File: config.mk
export PLATFORM = sky130hd
export DESIGN_NAME = shapool_job_ctrl
export DESIGN_NICKNAME = d
export VERILOG_FILES = /design/src/rtl/shapool_job_ctrl_pkg.sv /design/src/rtl/shapool_job_ctrl_led_blinker.sv /design/src/rtl/shapool_job_ctrl.sv
export SDC_FILE = /design/constraint.sdc
export NUM_CORES = 1
export LEC_CHECK = 0
export BUFFER_PORTS_ARGS = -buffer_cell sky130_fd_sc_hd__buf_4
export CORE_MARGIN = 4
export CORE_UTILIZATION = 50
export DETAILED_ROUTE_END_ITERATION = 16
export PLACE_DENSITY = 0.77
export SKIP_LAST_GASP = 1
export SLEW_MARGIN = 20
export SYNTH_ARGS = -nofsm -noshare
export SYNTH_HDL_FRONTEND = slang
export SYNTH_HIERARCHICAL = 1
export SYNTH_SLANG_ARGS = --single-unit
File: constraint.sdc
create_clock -name clk_in -period 3.95 [get_ports clk_in]
set_input_delay 0.5925 -clock clk_in [delete_from_list [all_inputs] [get_ports clk_in]]
set_output_delay 0.5925 -clock clk_in [all_outputs]
set_load 0.1 [all_outputs]
File: src/rtl/shapool_job_ctrl_pkg.sv
// Shared types and helpers for the SHA-256 pool job controller.
package shapool_ctrl_pkg;

  typedef enum logic [2:0] {
    ST_WAIT_LOCK = 3'd0,
    ST_IDLE      = 3'd1,
    ST_START     = 3'd2,
    ST_RUN       = 3'd3,
    ST_FOUND     = 3'd4,
    ST_EXHAUSTED = 3'd5
  } state_e;

  typedef enum logic [1:0] {
    LED_OFF   = 2'd0,
    LED_BLINK = 2'd1,
    LED_ON    = 2'd2
  } led_mode_e;

  localparam int LOCK_SETTLE_DEFAULT = 16;

  // A single-unit pool still carries a 1-bit (always zero) winner index.
  function automatic int idx_width(input int log2_v);
    return (log2_v > 1) ? log2_v : 1;
  endfunction

  function automatic led_mode_e led_mode_of(input state_e st);
    led_mode_e mode;
    case (st)
      ST_START, ST_RUN:       mode = LED_BLINK;
      ST_FOUND, ST_EXHAUSTED: mode = LED_ON;
      default:                mode = LED_OFF;
    endcase
    return mode;
  endfunction

endpackage

File: src/rtl/shapool_job_ctrl_led_blinker.sv
// Status LED driver: off, solid on, or blinking from a divider that restarts
// whenever blinking begins. Output is active-low.
module shapool_led_blinker
  import shapool_ctrl_pkg::*;
#(
  parameter int DIV_LOG2 = 22
) (
  input  logic       clk_i,
  input  logic       reset_i,
  input  logic [1:0] mode_i,
  output logic       led_n_o
);

  localparam int CNT_W = DIV_LOG2 + 1;

  logic [CNT_W-1:0] cnt_q;

  // Divider runs only while blinking so each blink phase starts with the LED lit.
  always_ff @(posedge clk_i) begin
    if (reset_i) begin
      cnt_q <= '0;
    end else if (mode_i == LED_BLINK) begin
      cnt_q <= cnt_q + CNT_W'(1);
    end else begin
      cnt_q <= '0;
    end
  end

  // Decode of flopped mode and divider only; no input reaches the pin combinationally.
  always_comb begin
    led_n_o = 1'b1;
    case (mode_i)
      LED_OFF:   led_n_o = 1'b1;
      LED_BLINK: led_n_o = cnt_q[CNT_W-1];
      LED_ON:    led_n_o = 1'b0;
      default:   led_n_o = 1'b1;
    endcase
  end

endmodule

File: src/rtl/shapool_job_ctrl.sv
// Job sequencer for the hashing pool: PLL-lock qualification, pass-by-pass
// nonce stepping, and success / exhaustion reporting to the host.
module shapool_job_ctrl
  import shapool_ctrl_pkg::*;
#(
  parameter int POOL_SIZE      = 1,
  parameter int POOL_SIZE_LOG2 = 0,
  parameter int NONCE_WIDTH    = 32,
  parameter int LOCK_SETTLE    = LOCK_SETTLE_DEFAULT,
  parameter int LED_DIV_LOG2   = 22
) (
  input  logic                                   clk_in,
  input  logic                                   reset_in,
  input  logic                                   pll_locked_in,
  input  logic                                   job_valid_in,
  input  logic                                   cancel_in,
  input  logic                                   result_ack_in,
  input  logic                                   round_done_in,
  input  logic                                   success_in,
  input  logic [idx_width(POOL_SIZE_LOG2)-1:0]   success_idx_in,
  output logic                                   job_ready_out,
  output logic                                   pool_start_out,
  output logic                                   pool_halt_out,
  output logic [NONCE_WIDTH-1:0]                 nonce_base_out,
  output logic [NONCE_WIDTH-1:0]                 found_nonce_out,
  output logic                                   exhausted_out,
  output logic                                   ready_n_out,
  output logic                                   status_led_n_out
);

  localparam int LOCK_W = (LOCK_SETTLE > 1) ? $clog2(LOCK_SETTLE) : 1;
  localparam logic [LOCK_W-1:0]      LOCK_LAST = LOCK_W'(LOCK_SETTLE - 1);
  localparam logic [NONCE_WIDTH-1:0] POOL_STEP = NONCE_WIDTH'(POOL_SIZE);

  logic                   lock_meta_q;
  logic                   lock_sync_q;
  state_e                 state_q;
  logic [LOCK_W-1:0]      lock_cnt_q;
  logic [NONCE_WIDTH-1:0] nonce_base_q;
  logic [NONCE_WIDTH-1:0] found_q;
  logic                   job_ready_q;
  logic                   pool_start_q;
  logic                   pool_halt_q;
  logic                   exhausted_q;
  logic                   ready_n_q;

  logic [NONCE_WIDTH-1:0] base_step_s;
  logic                   in_pass_s;
  logic [1:0]             led_mode_s;

  assign base_step_s = nonce_base_q + POOL_STEP;
  assign in_pass_s   = (state_q == ST_START) || (state_q == ST_RUN);
  assign led_mode_s  = led_mode_of(state_q);

  // Two-flop synchroniser for the PLL lock, which is asynchronous to clk_in.
  always_ff @(posedge clk_in) begin
    if (reset_in) begin
      lock_meta_q <= 1'b0;
      lock_sync_q <= 1'b0;
    end else begin
      lock_meta_q <= pll_locked_in;
      lock_sync_q <= lock_meta_q;
    end
  end

  // Controller FSM; priority is lock loss, cancel, job_valid, round_done, ack.
  always_ff @(posedge clk_in) begin
    if (reset_in) begin
      state_q      <= ST_WAIT_LOCK;
      lock_cnt_q   <= '0;
      nonce_base_q <= '0;
      found_q      <= '0;
      job_ready_q  <= 1'b0;
      pool_start_q <= 1'b0;
      pool_halt_q  <= 1'b0;
      exhausted_q  <= 1'b0;
      ready_n_q    <= 1'b1;
    end else begin
      pool_start_q <= 1'b0;
      pool_halt_q  <= 1'b0;
      if (state_q == ST_WAIT_LOCK) begin
        if (!lock_sync_q) begin
          lock_cnt_q <= '0;
        end else if (lock_cnt_q == LOCK_LAST) begin
          state_q     <= ST_IDLE;
          job_ready_q <= 1'b1;
        end else begin
          lock_cnt_q <= lock_cnt_q + LOCK_W'(1);
        end
      end else if (!lock_sync_q) begin
        state_q     <= ST_WAIT_LOCK;
        lock_cnt_q  <= '0;
        pool_halt_q <= in_pass_s;
        job_ready_q <= 1'b0;
        exhausted_q <= 1'b0;
        ready_n_q   <= 1'b1;
      end else if (cancel_in) begin
        state_q     <= ST_IDLE;
        pool_halt_q <= in_pass_s;
        job_ready_q <= 1'b1;
        exhausted_q <= 1'b0;
        ready_n_q   <= 1'b1;
      end else begin
        case (state_q)
          ST_IDLE, ST_FOUND, ST_EXHAUSTED: begin
            if (job_valid_in) begin
              state_q      <= ST_START;
              nonce_base_q <= '0;
              pool_start_q <= 1'b1;
              job_ready_q  <= 1'b0;
              exhausted_q  <= 1'b0;
              ready_n_q    <= 1'b1;
            end else if (result_ack_in && (state_q != ST_IDLE)) begin
              state_q     <= ST_IDLE;
              job_ready_q <= 1'b1;
              exhausted_q <= 1'b0;
              ready_n_q   <= 1'b1;
            end
          end
          ST_START: begin
            state_q <= ST_RUN;
          end
          ST_RUN: begin
            if (round_done_in) begin
              if (success_in) begin
                state_q   <= ST_FOUND;
                found_q   <= nonce_base_q + NONCE_WIDTH'(success_idx_in);
                ready_n_q <= 1'b0;
              end else if (base_step_s == '0) begin
                // The pass just finished was the last one of the nonce space.
                state_q     <= ST_EXHAUSTED;
                exhausted_q <= 1'b1;
              end else begin
                state_q      <= ST_START;
                nonce_base_q <= base_step_s;
                pool_start_q <= 1'b1;
              end
            end
          end
          default: begin
            state_q     <= ST_WAIT_LOCK;
            lock_cnt_q  <= '0;
            job_ready_q <= 1'b0;
            exhausted_q <= 1'b0;
            ready_n_q   <= 1'b1;
          end
        endcase
      end
    end
  end

  shapool_led_blinker #(
    .DIV_LOG2 (LED_DIV_LOG2)
  ) u_led (
    .clk_i   (clk_in),
    .reset_i (reset_in),
    .mode_i  (led_mode_s),
    .led_n_o (status_led_n_out)
  );

  assign job_ready_out   = job_ready_q;
  assign pool_start_out  = pool_start_q;
  assign pool_halt_out   = pool_halt_q;
  assign nonce_base_out  = nonce_base_q;
  assign found_nonce_out = found_q;
  assign exhausted_out   = exhausted_q;
  assign ready_n_out     = ready_n_q;

endmodule

==> results of run 1 <==
==> flip-flops by register name (all words and copies together), names as in the netlist <==
signal / flops
lock_cnt_q: 4
pool_halt_out: 1
u_led/cnt_q: 23
ready_n_out: 1
found_nonce_out: 32
job_ready_out: 1
nonce_base_out: 32
pool_start_out: 1
exhausted_out: 1
lock_meta_q: 1
state_q: 3
lock_sync_q: 1
==> cells by family (layout without fill, tap and decap cells) <==
kind of cell,after synthesis,after routing
AND/OR/NAND/NOR,300,300
AO/OA/AOI/OAI,155,155
flip-flops,101,101
buffers and inverters,75,115
XOR/XNOR,58,58
adder cells (fa/ha/maj),6,6
multiplexers,3,3
==> layout make-up <==
cell class,count,share of cell area [%]
Multi-Input combinational cell,522,51.1
Timing Repair Buffer,87,10.1
Sequential cell,101,31.1
Tap cell,140,2.70
Clock inverter,3,0.308
Clock buffer,13,4.01
Inverter,12,0.693
==> through the flow <==
stage                     instances  instance area, µm²  utilization, %  hold slack (ps)
final                           878                6500            59.1              447
after global routing            878                6500            59.1              457
after CTS                       878                6500            59.1              436
after detailed placement        862                6220            56.6              450
after global placement          862                6220            56.6              419
after floorplan                 698                5660               -              414
==> where the power goes <==
part,total (mW),switching [mW],internal (mW),leakage (nW)
Sequential,1.06,0.0267,1.04,0.814
Clock,0.852,0.390,0.461,0.132
Combinational,0.289,0.208,0.0805,1.15
Total,2.20,0.625,1.58,2.09
==> critical path, cell delays in order, from the launching register on <==
cell       delay, ps
dfxtp_1          610
and4_4           340
nand3_2          290
nor3_1           350
nand4_1          150
a2111oi_2        560
nand4_4          240
nand3_1          140
buf_4            290
a21oi_1           80
o21bai_1         180
==> final timing paths <==
| path | cells past startpoint | to | startpoint | slack [ps] |
|---|---|---|---|---|
| setup / recovery | 10 | nonce_base_out[17] | nonce_base_out[2] | 600 |
| hold / removal | 2 | lock_meta_q | pll_locked_in | 450 |
| setup reg to reg | 10 | nonce_base_out[17] | nonce_base_out[2] | 600 |
| hold reg to reg | 1 | lock_sync_q | lock_meta_q | 460 |
==> routing by layer <==
metal | wire, µm | GRT usage (%)
met3 | 1140 | 5.60
met1 | 6860 | 32.7
met5 | 0 | 0
met4 | 311 | 8.47
met2 | 7330 | 38.5
==> placed cells by master (no fill, tap or decap), drive strengths merged, types with 13 or more instances in the layout <==
cell,synthesis,layout
a211oi,35,35
or3,16,16
nor2,82,82
clkbuf,33,13
buf,30,87
xnor2,32,32
a21oi,23,23
o21ai,18,18
nand3,32,32
xor2,26,26
dfxtp,101,101
o31ai,23,23
nand4,26,26
o211ai,24,24
nor3,22,22
nand2,54,54
==> flow_summary.ini, run 1 <==
[die]
die_h_um = 114
ioPinCount = 79
coreArea_um2 = 11000
rows = 38
initial_core_util_pct = 51.6
die_area_um2 = 13100
die_w_um = 114

[clock_network]
cts.clk_slew.worst_paths_ps = 70
htreeDepth = 3
numCtsBuffers = 9
cts_resized = 0
clock_latency_ps = 360
ctsHoldBuffers = 0
clkSinkCount = 101
cts_buffer_depth = 2
postCtsSetupRepairBufs = 0
clock-root-buffer = clkbuf_16
cts_tree = built

[yosys]
synth_xor_xnor_area_share_pct = 8.97
synth_area_um2 = 5660
synth-simple-area-share_pct = 28.6
syn-num-nets = 713
synth.area.top_cells = dfxtp_1, nor2_1, xnor2_1
syn_inst = 698
yosysTopAreaCellShare_pct = 35.7
synth-compound-area-share_pct = 19.2
synth_top_family_by_area = simple AND/OR/NAND/NOR gates
yosys-top-cells-count = dfxtp_1, nor2_1, nand2_1
ys_warn_count = 6
synth_top_cell_by_area = dfxtp_1
ys_ff_latch = 101
async_flop_share_pct = 0
yosys_most_used_dff = dfxtp_1
synth_seq_area_share_pct = 35.7
synth.mux.area_fraction_pct = 0.530
avgSynthCellArea_um2 = 8.11
synth.most_common_cell = dfxtp_1
ys_types = 61
synth_edf_count = 0
synthAdderAreaFrac_pct = 1.33

[global_routing]
grt_pass1_wl_um = 25900
grt_antenna_before_repair = 0
grt_use_total_pct = 24.4
grt_max_degree = 55
grt_overflow = 0
grt_pass1_vias = 5111

[timing]
clock.fmax_ghz = 0.298
tightest_slew_ps = 720
slew_headroom_pct = 52.0
setup_ws_ps = 597
setup_tns_ps = 0
final_hold_viol_count = 0
fin_crit_ps = 3350
final-setup-viol-count = 0
period_share_pct = 84.9
final_max_slew_viol_count = 0
rsz0062_at_grt = no
skew_ps = 11.1

[placement]
finalWeightedCongestion = 0.936
post-dp-hpwl_um = 11200
dp_slack_ps = 646
portBuffers = 78

[hold_path]
hp-class = input port to flip-flop

[detailed_routing]
routed_wl_um = 15600
drtAntennaViolNets = 0
first_pass_iters = 5
vias = 5423
first_iter_violations = 528
remaining_drc_errors = 0
wl_per_cell_um = 17.8
via_per_inst = 6.18

[pwr]
powerDensity_nw_per_um2 = 339
power_mw = 2.20
ir_drop_uv = 241
leakagePower_nw = 2.09

[setup_path]
path_class = flip-flop to flip-flop
critPathRequiredTime_ps = 4190
path_max_fanout = 24
critPathArrivalTime_ps = 3600
worst_setup_path_end_kind = flip-flop
start_kind = flip-flop

[cells_and_area]
syn_to_final_growth_pct = 14.7
post_route_cells_drive_above_1_share_pct = 16.5
n_fill_cell = 1003
multi_input_area_um2 = 3320
n_antenna_cell = 0
nets = 748
final-seq-area_um2 = 2020

[flow_run]
drv_cap = 0

[status]
status = complete, no violations
Power figures use the tool's default switching activity.
==> inputs of run 2 (changes only) <==
clock period = 3.1 ns   (was 3.95 ns; I/O delays follow)
==> run 2 against run 1 <==
  * Cell area rose by 4.0%
  * Setup slack got worse by 530 ps
  * Clock power rose by 29%
  * Sequential power rose by 27%
  * Via count rose by 3.7%
  * Critical path type unchanged
==> flow_summary.ini, run 2 (synthesis gave the netlist of run 1 again) <==
[status]
status = complete, no violations

[timing]
whs_ps = 315
setup_ws_ps = 65.3
setup_tns_ps = 0
period_share_pct = 97.9
tightest_slew_ps = 699
final_max_slew_viol_count = 0
final_hold_viol_count = 0
clock.fmax_ghz = 0.330
final-setup-viol-count = 0
skew_ps = 7.17
fin_crit_ps = 3030
rsz0062_at_grt = no
slew_headroom_pct = 53.4

[pwr]
leakagePower_nw = 2.24
switching_share_pct = 30.2
clock_power_share_pct = 39.1
power_frac_seq_pct = 47.7
p_int_mw = 1.97
powerDensity_nw_per_um2 = 418
power_mw = 2.83
netSwitchingPower_mw = 0.854
combPwrFrac_pct = 13.2
ir_drop_uv = 281

[clock_network]
cts_tree = built
clock_latency_ps = 360
htreeDepth = 3
cts_buffer_depth = 2
clock-root-buffer = clkbuf_16
clkSinkCount = 101
cts.clk_slew.worst_paths_ps = 70
ctsHoldBuffers = 0
numCtsBuffers = 9

[setup_path]
start_kind = flip-flop
path_class = flip-flop to flip-flop
critPathArrivalTime_ps = 3320
critPathRequiredTime_ps = 3380
r2r-start = nonce_base_out[0]
worstSetupEndpoint = state_q[2]
rr_endpoint = state_q[2]
cp-startpoint = nonce_base_out[0]
worst_setup_path_end_kind = flip-flop
reg2reg_slack_ps = 70
rr_worst_depth = 10
path_max_fanout = 9

[global_routing]
grt_pass1_wl_um = 27000
grt_antenna_before_repair = 0
grt_overflow = 0
grt_max_degree = 63
grt_use_total_pct = 25.4
grt_pass1_vias = 5283

[die]
die_h_um = 114
coreArea_um2 = 11000
ioPinCount = 79
die_area_um2 = 13100
die_w_um = 114
rows = 38
initial_core_util_pct = 51.6

[detailed_routing]
first_iter_violations = 541
wl_per_cell_um = 18.5
vias = 5625
via_per_inst = 6.27
first_pass_iters = 5
remaining_drc_errors = 0
routed_wl_um = 16600
drtAntennaViolNets = 0

[cells_and_area]
final_cell_mix = buf_4, nor2_1, dfxtp_1
nets = 767
finalNonFillerCells = 897
syn_to_final_growth_pct = 19.4
final_common_cell = buf_4
post_route_cells_drive_above_1_share_pct = 23.1
n_antenna_cell = 0

[hold_path]
worstHoldPathCells = 2
hp-class = input port to flip-flop

[placement]
finalWeightedCongestion = 0.916
portBuffers = 78
dp_slack_ps = 136
placed_cells = 879
post-dp-hpwl_um = 11800

[flow_run]
drv_cap = 0
[run 2: worst min-delay path by stage]
stage	start	to	slack [ps]
floorplan	lock_meta_q	lock_sync_q	410
finish	pll_locked_in	lock_meta_q	310
global placement	lock_meta_q	lock_sync_q	420
detailed placement	lock_meta_q	lock_sync_q	440
global route	pll_locked_in	lock_meta_q	320
CTS	pll_locked_in	lock_meta_q	310
[run 2: stage by stage]
stage	area (µm²)	util (%)
6_report	6760	61.5
5_1_grt	6760	61.5
4_1_cts	6720	61.1
3_5_place_dp	6430	58.5
3_3_place_gp	6430	58.5
2_1_floorplan	5720	-
[run 2: metal layers]
layer  global-route usage, %  vias to the layer above  routed length, µm
met2                    40.9                      238               7690
met1                    34.3                     2667               7430
met5                       0                        -                  0
met3                    4.18                       40               1070
li1                        -                     2680                  -
met4                    9.03                        0                409
[run 2: repair_timing]
item,in CTS,in global routing
resized for setup,0,9
buffers inserted,0,2
endpoints found under the setup margin,0,24
[run 2: power groups by stage]
stage | Clock, mW | Combinational, mW | Sequential (mW)
floorplan | 0 | 0.238 | 1.42
global placement | 0 | 0.358 | 1.38
detailed placement | 0 | 0.368 | 1.38
CTS | 1.11 | 0.371 | 1.35
global route | 1.16 | 0.405 | 1.35
finish | 1.10 | 0.374 | 1.35
[run 2: worst max-delay path: stages (launching register included)]
cell,delay (ps)
dfxtp_4,350
ha_1,200
nand3_4,150
or4_4,610
o21ai_0,210
nand4_1,170
nor4_4,420
and4_4,310
nor2_1,60
or3_1,320
a21oi_1,170
[run 2: final cells by class]
type,count,area [µm²]
multi-input combinational,522,3350
inverter,12,45.0
fill,957,4220
tap,140,175
sequential,101,2070
timing repair buffer,106,825
clock buffer,9,225
clock inverter,7,61.3
